$ cat src/rtl/mux_scan.sv
// mux_scan: registered channel mux with manual select or round-robin scan,
// feeding a one-word valid/ready output slot.
module mux_scan #(
  parameter int WIDTH = 8,
  parameter int CH = 4,
  localparam int SELW = (CH > 2) ? $clog2(CH) : 1
) (
  input  logic                clk,
  input  logic                rst_n,
  input  logic [CH*WIDTH-1:0] din,
  input  logic [CH-1:0]       din_vld,
  output logic [CH-1:0]       din_ack,
  input  logic [SELW-1:0]     sel,
  input  logic                mode,
  output logic [WIDTH-1:0]    y,
  output logic [SELW-1:0]     y_ch,
  output logic                y_vld,
  input  logic                y_rdy
);
  typedef enum logic {EMPTY, FULL} state_t;
  state_t r_state;
  logic [WIDTH-1:0] r_y;
  logic [SELW-1:0] r_y_ch, r_ptr;
  logic [CH-1:0] r_ack;
  logic w_free, w_cap, w_rr_hit, w_man_hit;
  logic [SELW-1:0] w_rr_grant, w_grant, w_next_ptr;
  logic [SELW:0] w_idx;
  logic [WIDTH-1:0] w_data;
  logic [CH-1:0] w_onehot;
  // Scan downward so the channel closest to ptr (in wrap order) wins last.
  always_comb begin
    w_rr_hit = 1'b0;
    w_rr_grant = '0;
    w_idx = '0;
    w_man_hit = 1'b0;
    for (int i = CH - 1; i >= 0; i--) begin
      w_idx = {1'b0, r_ptr} + (SELW+1)'(i);
      if (w_idx >= (SELW+1)'(CH)) w_idx = w_idx - (SELW+1)'(CH);
      if (din_vld[w_idx[SELW-1:0]]) begin
        w_rr_hit = 1'b1;
        w_rr_grant = w_idx[SELW-1:0];
      end
    end
    for (int k = 0; k < CH; k++)
      if (SELW'(k) == sel && din_vld[k]) w_man_hit = 1'b1;
  end
  assign w_free = (r_state == EMPTY) || y_rdy;
  assign w_grant = mode ? w_rr_grant : sel;
  assign w_cap = w_free && (mode ? w_rr_hit : w_man_hit);
  assign w_next_ptr = (w_grant == SELW'(CH - 1)) ? '0 : w_grant + SELW'(1);
  always_comb begin
    w_data = '0;
    w_onehot = '0;
    for (int k = 0; k < CH; k++) begin
      w_onehot[k] = (SELW'(k) == w_grant);
      if (SELW'(k) == w_grant) w_data = din[k*WIDTH +: WIDTH];
    end
  end
  always_ff @(posedge clk or negedge rst_n) begin
    if (!rst_n) begin
      r_state <= EMPTY;
      r_y <= '0;
      r_y_ch <= '0;
      r_ack <= '0;
      r_ptr <= '0;
    end else begin
      r_ack <= w_cap ? w_onehot : '0;
      if (w_cap) begin
        r_state <= FULL;
        r_y <= w_data;
        r_y_ch <= w_grant;
        if (mode) r_ptr <= w_next_ptr;
      end else if (w_free) begin
        r_state <= EMPTY;
      end
    end
  end
  assign y = r_y;
  assign y_ch = r_y_ch;
  assign y_vld = (r_state == FULL);
  assign din_ack = r_ack;
endmodule

$ cat config.mk
export PLATFORM = sky130hd
export DESIGN_NAME = mux_scan
export DESIGN_NICKNAME = d
export VERILOG_FILES = /design/src/rtl/mux_scan.sv
export SDC_FILE = /design/constraint.sdc
export NUM_CORES = 1
export LEC_CHECK = 0
export CORE_ASPECT_RATIO = 0.9
export CORE_MARGIN = 10
export CORE_UTILIZATION = 36
export DETAILED_ROUTE_END_ITERATION = 10
export PLACE_DENSITY_LB_ADDON = 0.08
export SYNTH_ARGS = -nofsm -noshare
export SYNTH_HDL_FRONTEND = slang
export SYNTH_SLANG_ARGS = --single-unit
$ cat constraint.sdc
create_clock -name clk -period 2.6 [get_ports clk]
set_clock_uncertainty 0.15 [all_clocks]
set_input_delay 0.26 -clock clk [delete_from_list [all_inputs] [get_ports clk]]
set_output_delay 0.26 -clock clk [all_outputs]
set_load 0.1 [all_outputs]
==> results.json, run 1 <==
{
  "drtIter0Drc": 37,
  "diodes": 0,
  "final_area_um2": 1910,
  "crit_buf_inv": 1,
  "via_per_inst": 5.08,
  "clock_sinks": 17,
  "relSlewSlack_pct": 48.6,
  "wirelength_um": 3520,
  "coreArea_um2": 3070,
  "route.detailed.drc": 0,
  "cp.required_ns": 2.63,
  "synthesis.area_um2": 1160,
  "ys_warn_count": 0,
  "grt_max_degree": 18,
  "crit_fanout": 8,
  "ys_seq_elements": 17,
  "cp-end-kind": "register",
  "tritoncts": "done",
  "io_pins": 57,
  "whs_ns": 0.263,
  "cp_slowest_stage_delay_ns": 0.46,
  "numCtsBuffers": 3,
  "cp_slowest_cell": "dfrtp_2",
  "final_util_pct": 62.4,
  "cts-root-buf": "clkbuf_4",
  "synth_flop_cell": "dfrtp_1",
  "synth_edf_count": 0,
  "rows": 19,
  "drv_cap": 0,
  "antenna_left": 0,
  "yosysSeqAreaShare_pct": 36.8,
  "arrival_ns": 2.51,
  "hold_violations": 0,
  "clock_latency_ns": 0.29,
  "placement.io_buffers": 56,
  "wl_per_cell_um": 16.1,
  "power.density_nw_per_um2": 1000,
  "path_clk_slew_ns": 0.09,
  "antenna_found_initial": 0,
  "synth_nets": 157,
  "worst_ir_drop_vdd_mv": 0.676,
  "gp_congestion": 0.851,
  "area_growth_pct": 65.6,
  "crit_type": "register to register",
  "place_area_um2": 1800,
  "p_leak_uw": 0.000852,
  "max_freq_ghz": 0.403,
  "cp_top_family": "compound AO/OA/AOI/OAI gates",
  "timing.final.crit_share_pct": 95.5,
  "grt_pass1_vias": 1197,
  "die_y_um": 73.8,
  "regToRegSetupSlack_ns": 0.12,
  "synthCells": 111,
  "chipWidth_um": 79.7,
  "cts.htree.levels": 1,
  "cts_buffer_depth": 2,
  "cts_hold_buf": 0,
  "grt_pass1_wl_um": 5800,
  "synth.distinct_cells": 32,
  "top_usage_layer": "met2",
  "layout_min_cycle_time_ns": 2.48,
  "status": "finished, final reports clean",
  "async_reset_ff_share_pct": 100,
  "overflow": 0,
  "dp_hpwl_um": 2740,
  "drv_slew": 0,
  "dieArea_um2": 5880,
  "final_nets": 224,
  "drt-pass1-iter-count": 4,
  "syn_avg_cell_area_um2": 10.4,
  "critPathLaunchType": "register",
  "initial_utilization_pct": 37.7,
  "globalRouteTotalUtil_pct": 12.2,
  "drive_above_1_share_pct": 36.7,
  "grt_util_met1_pct": 14.1,
  "finalSetupViolCount": 0,
  "gr-usage-met3_pct": 5.98,
  "tightest_slew_ns": 0.769,
  "final_common_cell": "clkdlybuf4s50_1",
  "crit_chain": "a21boi_1 -> o21bai_2 -> a221oi_2 -> inv_1 -> ha_1 -> nor2b_4 -> a221oi_1 -> o31ai_1 -> mux2_4",
  "dr_total_vias": 1113,
  "hp-class": "input port to asynchronous set/reset pin",
  "final_cell_mix": "38 x clkdlybuf4s50_1, 27 x buf_4, 16 x dfrtp_1, 11 x nand2_1, 9 x o31ai_1",
  "grt_util_met2_pct": 20.3
}
-- area by class of cell --
class	count	area, um^2
clock buffers	4	26.3
repair buffers	69	641
well taps	42	52.6
fillers	259	1150
multi-input cells	82	749
flip-flops and latches	17	427
inverters	5	18.8
-- synth_stat cells, drive strengths merged (2+ instances only) --
master / number / area (um^2)
a21boi: 2 / 15.0
a21oi: 2 / 10.0
a221oi: 10 / 87.6
and2: 4 / 30.0
and2b: 2 / 16.3
buf: 4 / 27.5
clkbuf: 3 / 11.3
dfrtp: 17 / 425
ha: 4 / 50.1
inv: 5 / 18.8
mux2: 11 / 146
nand2: 11 / 41.3
nand2b: 4 / 25.0
nor2: 3 / 21.3
nor2b: 9 / 56.3
o21ai: 3 / 15.0
o31ai: 9 / 67.6
-- sequential cells by signal (all words and copies together) (netlist names) --
name     flops
y            8
din_ack      4
y_vld        1
r_ptr        2
y_ch         2
-- per-stage QoR --
stage	instances	total power, uW	TNS (ns)	worst slack, ns
floorplan	111	1380	0	0.0314
global placement	214	1710	-2.56	-0.349
detailed placement	214	1720	-3.63	-0.469
CTS	219	1890	0	0.00257
global route	219	2020	-0.0883	-0.0246
finish	219	1920	0	0.118
-- where the power goes --
part / internal, uW / total [uW] / switching (uW)
sequential: 364 / 437 / 72.8
clock: 59.7 / 140 / 80.3
combinational: 441 / 1340 / 897
-- repair_timing --
| item | 4_1_cts | 5_1_grt |
|---|---|---|
| gates resized for setup | 4 | 15 |
| pin swaps | 1 | 2 |
| buffers inserted | 1 | 0 |
| endpoints found under the setup margin | 8 | 8 |
-- cells by family after synthesis --
| kind of cell | Yosys count | synth area share [%] |
|---|---|---|
| AOI/OAI and AO/OA | 30 | 19.5 |
| DFF | 17 | 36.8 |
| adders and majority gates | 4 | 4.33 |
| buffers and inverters | 12 | 4.98 |
| muxes | 12 | 14.9 |
| and+or+nand+nor | 36 | 19.5 |
-- layer usage --
metal	up-vias	wire [um]
li1	539	-
met2	42	1720
met4	0	29
met3	4	330
met1	528	1450
met5	-	0
-- worst register-to-register path, cell delays in order, from the launching register on --
cell	delay, ns
dfrtp_2	0.46
a21boi_1	0.22
o21bai_2	0.11
a221oi_2	0.31
inv_1	0.11
ha_1	0.22
nor2b_4	0.17
a221oi_1	0.26
o31ai_1	0.11
mux2_4	0.26
-- path summary, 6_finish.rpt --
check                            to  depth (start not counted)      from
max                            y[6]                          9  r_ptr[1]
min                            y[5]                          1     rst_n
max reg2reg                    y[6]                          9  r_ptr[1]
min reg2reg                 y_ch[0]                          1   y_ch[0]
max in group asynchronous  r_ptr[1]                          1     rst_n
min in group clk            y_ch[0]                          1   y_ch[0]
Note: power is estimated with default switching activity, not from simulation.
==> inputs of run 2 (changes only) <==
Settings changed: SKIP_CTS_REPAIR_TIMING from default to 1.
==> run 2 against run 1 <==
- final cell count unchanged
- design area increased by 0.13%
- sequential share of layout area about the same
- global-route usage decreased by 0.13 points
- total power increased by 0.30%
- clock power about the same
==> results.json, run 2 (same netlist as run 1, synthesis figures left out) <==
{
  "power.density_nw_per_um2": 1000,
  "hp-class": "input port to asynchronous set/reset pin",
  "drtIter0Drc": 42,
  "r2r_end": "y[6]",
  "route.detailed.drc": 0,
  "finalSetupViolCount": 0,
  "final_nets": 224,
  "max_freq_ghz": 0.396,
  "crit_buf_inv": 2,
  "final_common_cell": "clkdlybuf4s50_1",
  "drv_slew": 0,
  "antenna_left": 0,
  "hold_violations": 0,
  "grt_pass1_wl_um": 5750,
  "status": "finished, final reports clean",
  "cp_slowest_cell": "clkdlybuf4s50_1",
  "gp_congestion": 0.851,
  "crit_fanout": 8,
  "wirelength_um": 3540,
  "layout_min_cycle_time_ns": 2.52,
  "regToRegSetupSlack_ns": 0.13,
  "tritoncts": "done",
  "finalPower_uw": 1920,
  "area_growth_pct": 65.8,
  "dp_hpwl_um": 2740,
  "coreArea_um2": 3070,
  "drive_above_1_share_pct": 36.7,
  "critPathLaunchType": "input port",
  "worst_ir_drop_vdd_mv": 0.689,
  "tightest_slew_ns": 0.770,
  "die_y_um": 73.8,
  "p_leak_uw": 0.000855,
  "grt_max_degree": 18,
  "gr-usage-met3_pct": 5.98,
  "io_pins": 57,
  "cts_buffer_depth": 2,
  "drt-pass1-iter-count": 5,
  "relSlewSlack_pct": 48.5,
  "timing.final.crit_share_pct": 97.0,
  "chipWidth_um": 79.7,
  "rows": 19,
  "cts-root-buf": "clkbuf_4",
  "overflow": 0,
  "grt_util_met1_pct": 14.1,
  "rr_worst_depth": 9,
  "arrival_ns": 2.55,
  "path_clk_slew_ns": 0.10,
  "initial_utilization_pct": 37.7,
  "dr_total_vias": 1116,
  "cp-end-kind": "register",
  "r2r-start": "r_ptr[1]",
  "cts.htree.levels": 1,
  "place_area_um2": 1800,
  "grt_pass1_vias": 1190,
  "cp_slowest_stage_delay_ns": 0.50,
  "clock_sinks": 17,
  "crit_start": "din_vld[3]",
  "top_usage_layer": "met2",
  "dieArea_um2": 5880,
  "diodes": 0,
  "clock_latency_ns": 0.29,
  "antenna_found_initial": 0,
  "via_per_inst": 5.10,
  "numCtsBuffers": 3,
  "placement.io_buffers": 56,
  "globalRouteTotalUtil_pct": 12.1,
  "whs_ns": 0.264,
  "grt_util_met2_pct": 19.9,
  "crit_chain": "clkdlybuf4s50_1 -> and2b_2 -> o21bai_1 -> a221oi_2 -> inv_1 -> ha_1 -> nor2b_4 -> a221oi_1 -> o31ai_1 -> mux2_4",
  "drv_cap": 0,
  "dpl.cell_count": 214,
  "setup-tns-final_ns": 0,
  "finalNonFillerCells": 219,
  "cp_top_family": "compound AO/OA/AOI/OAI gates",
  "largest_reg_flops": 8,
  "crit_type": "input port to register",
  "cp.required_ns": 2.63,
  "final_area_um2": 1920,
  "wl_per_cell_um": 16.1,
  "final_cell_mix": "38 x clkdlybuf4s50_1, 27 x buf_4, 16 x dfrtp_1, 11 x nand2_1, 9 x o31ai_1"
}
==> run 2: cell counts in the layout (fill, tap and decap cells not counted) <==
Identical to the previous run, type by type.
==> run 2: layout make-up <==
| cell class | count | area (um^2) |
|---|---|---|
| timing repair buffer | 69 | 641 |
| inverter | 5 | 18.8 |
| sequential | 17 | 427 |
| clock buffer | 4 | 26.3 |
| multi-input combinational | 82 | 752 |
| tap | 42 | 52.6 |
| fill | 258 | 1150 |
==> run 2: metrics by stage <==
stage | setup slack [ns] | utilization (%)
3_3_place_gp | -0.349 | 58.8
2_1_floorplan | 0.0314 | -
6_report | 0.0778 | 62.5
5_1_grt | -0.0157 | 62.5
3_5_place_dp | -0.469 | 58.8
4_1_cts | -0.161 | 59.6
==> run 2: routing by layer <==
| metal | vias to the layer above | part of all wire [%] |
|---|---|---|
| li1 | 540 | - |
| met1 | 523 | 42 |
| met2 | 47 | 48 |
| met3 | 6 | 9.6 |
| met4 | 0 | 0.62 |
| met5 | - | 0 |
==> run 2: report_power, final <==
part / switching (uW) / total (uW) / internal, uW
Sequential: 75.3 / 439 / 364
Combinational: 900 / 1340 / 443
Clock: 79.3 / 139 / 59.7
Total: 1050 / 1920 / 866
==> run 2: worst max-delay path by stage <==
stage / to / slack, ns / depth (start not counted)
floorplan: y[6] / 0.03 / 11
global placement: y[1] / -0.35 / 10
detailed placement: y[2] / -0.47 / 10
CTS: y[6] / -0.16 / 10
global route: y[4] / -0.02 / 10
finish: y[6] / 0.08 / 10
==> inputs of run 3 (changes only) <==
Settings changed: CORE_UTILIZATION 36 to 43.
Clock period 2.6 ns to 3 ns, I/O delays scaled along.
==> run 3 against run 2 <==
- total power decreased by 17%
- flip-flop and latch count unchanged
- die area decreased by 12%
- routed wire length decreased by 3.1%
- global-route usage increased by 1.0 points
- count of clock-buffer cells in the layout unchanged
- clock power decreased by 12%
- via count decreased by 5.6%
- combinational power decreased by 19%
- critical path depth unchanged
- critical path type unchanged
- largest power group unchanged
==> results.json, run 3 (same netlist as run 1, synthesis figures left out) <==
{
  "cp.required_ns": 3.03,
  "final_nets": 220,
  "finalSetupViolCount": 0,
  "max_freq_ghz": 0.362,
  "final_common_cell": "clkdlybuf4s50_1",
  "placement.io_buffers": 56,
  "overflow": 0,
  "p_leak_uw": 0.000785,
  "power.density_nw_per_um2": 895,
  "via_per_inst": 5.24,
  "crit_type": "input port to register",
  "area_growth_pct": 53.8,
  "finalPower_uw": 1590,
  "timing.final.crit_share_pct": 92.2,
  "grt_max_degree": 18,
  "r2r-start": "r_ptr[1]",
  "antenna_found_initial": 0,
  "cp-end-kind": "register",
  "dp_hpwl_um": 2760,
  "critPathLaunchType": "input port",
  "final_area_um2": 1780,
  "drv_slew": 0,
  "die_y_um": 69.2,
  "drv_cap": 0,
  "coreArea_um2": 2510,
  "setup_ws_ns": 0.234,
  "cp_slowest_cell": "clkdlybuf4s50_1",
  "status": "finished, final reports clean",
  "gp_congestion": 0.813,
  "clock_sinks": 17,
  "crit_buf_inv": 2,
  "dieArea_um2": 5170,
  "drtIter0Drc": 65,
  "grt_pass1_vias": 1058,
  "hp-class": "input port to asynchronous set/reset pin",
  "fill_cells": 198,
  "cts_buffer_depth": 2,
  "arrival_ns": 2.80,
  "crit_fanout": 8,
  "largest_reg_flops": 8,
  "chipWidth_um": 74.7,
  "route.detailed.drc": 0,
  "antenna_left": 0,
  "cp_top_family": "compound AO/OA/AOI/OAI gates",
  "ff_latch_area_um2": 425,
  "grt_pass1_wl_um": 5420,
  "cp_slowest_stage_delay_ns": 0.53,
  "globalRouteTotalUtil_pct": 13.1,
  "cts.htree.levels": 1,
  "diodes": 0,
  "wl_per_cell_um": 17.0,
  "multiInputGateArea_um2": 682,
  "relSlewSlack_pct": 47.4,
  "tightest_slew_ns": 0.788,
  "path_clk_slew_ns": 0.09,
  "worst_ir_drop_vdd_mv": 0.699,
  "clock_latency_ns": 0.29,
  "tritoncts": "done",
  "initial_utilization_pct": 46.1,
  "cts-root-buf": "clkbuf_4",
  "r2r_end": "y[4]",
  "place_ws_ns": -0.199,
  "io_pins": 57,
  "rows": 17,
  "crit_chain": "clkdlybuf4s50_1 -> a21boi_1 -> o32ai_1 -> a221oi_2 -> inv_1 -> ha_1 -> nor2b_2 -> a221oi_1 -> o31ai_1 -> mux2_4",
  "layout_min_cycle_time_ns": 2.77,
  "numCtsBuffers": 3,
  "place_area_um2": 1740,
  "wirelength_um": 3430,
  "rsz0062_at_grt": "no",
  "drive_above_1_share_pct": 28.3,
  "hold_violations": 0,
  "rr_worst_depth": 9,
  "dr_total_vias": 1053,
  "final_cell_mix": "41 x clkdlybuf4s50_1, 24 x buf_4, 17 x dfrtp_1, 11 x nand2_1",
  "regToRegSetupSlack_ns": 0.32,
  "drt-pass1-iter-count": 4
}
run 3: final cells by class:
type	count	share of cell area (%)
clock buffers	4	1.48
inverters	5	1.06
multi-input cells	82	38.4
flip-flops and latches	17	23.9
well taps	28	1.97
repair buffers	65	33.2
run 3: through the flow:
step                      TNS [ns]  util (%)  cells  hold slack, ns
after floorplan                  0         -    111          -0.146
after global placement     -0.0516      69.4    197           0.346
after detailed placement     -1.38      69.4    197           0.350
after CTS                        0      70.5    201           0.316
after global routing             0      70.8    201           0.357
final                            0      70.8    201           0.303
run 3: metal layers:
layer | global-route usage, % | wire (um)
met4 | 2.50 | 21
met2 | 19.7 | 1570
met3 | 6.56 | 399
met5 | 0 | 0
met1 | 16.2 | 1430
run 3: power breakdown:
part           internal (uW)  leakage (uW)  switching, uW  total [uW]
logic                    342      0.000560            748        1090
clock network           51.7     0.0000150           69.8         122
registers                314      0.000210           65.7         380
total                    708      0.000785            883        1590
run 3: worst reg2reg max path: stages (launching register included):
cell	delay (ns)
dfrtp_1	0.48
a21boi_1	0.22
o32ai_1	0.12
a221oi_2	0.38
inv_1	0.12
ha_1	0.22
nor2b_2	0.21
a221oi_1	0.30
o31ai_1	0.12
mux2_4	0.26
run 3: worst max path at each step:
stage                end  cells after the start  slack, ns        from
floorplan           y[6]                     11       0.33    r_ptr[1]
global placement    y[3]                     10      -0.02  din_vld[1]
detailed placement  y[4]                     10      -0.20  din_vld[1]
CTS                 y[4]                     10       0.11  din_vld[1]
global route        y[2]                      9       0.12  din_vld[1]
finish              y[4]                     10       0.23  din_vld[1]
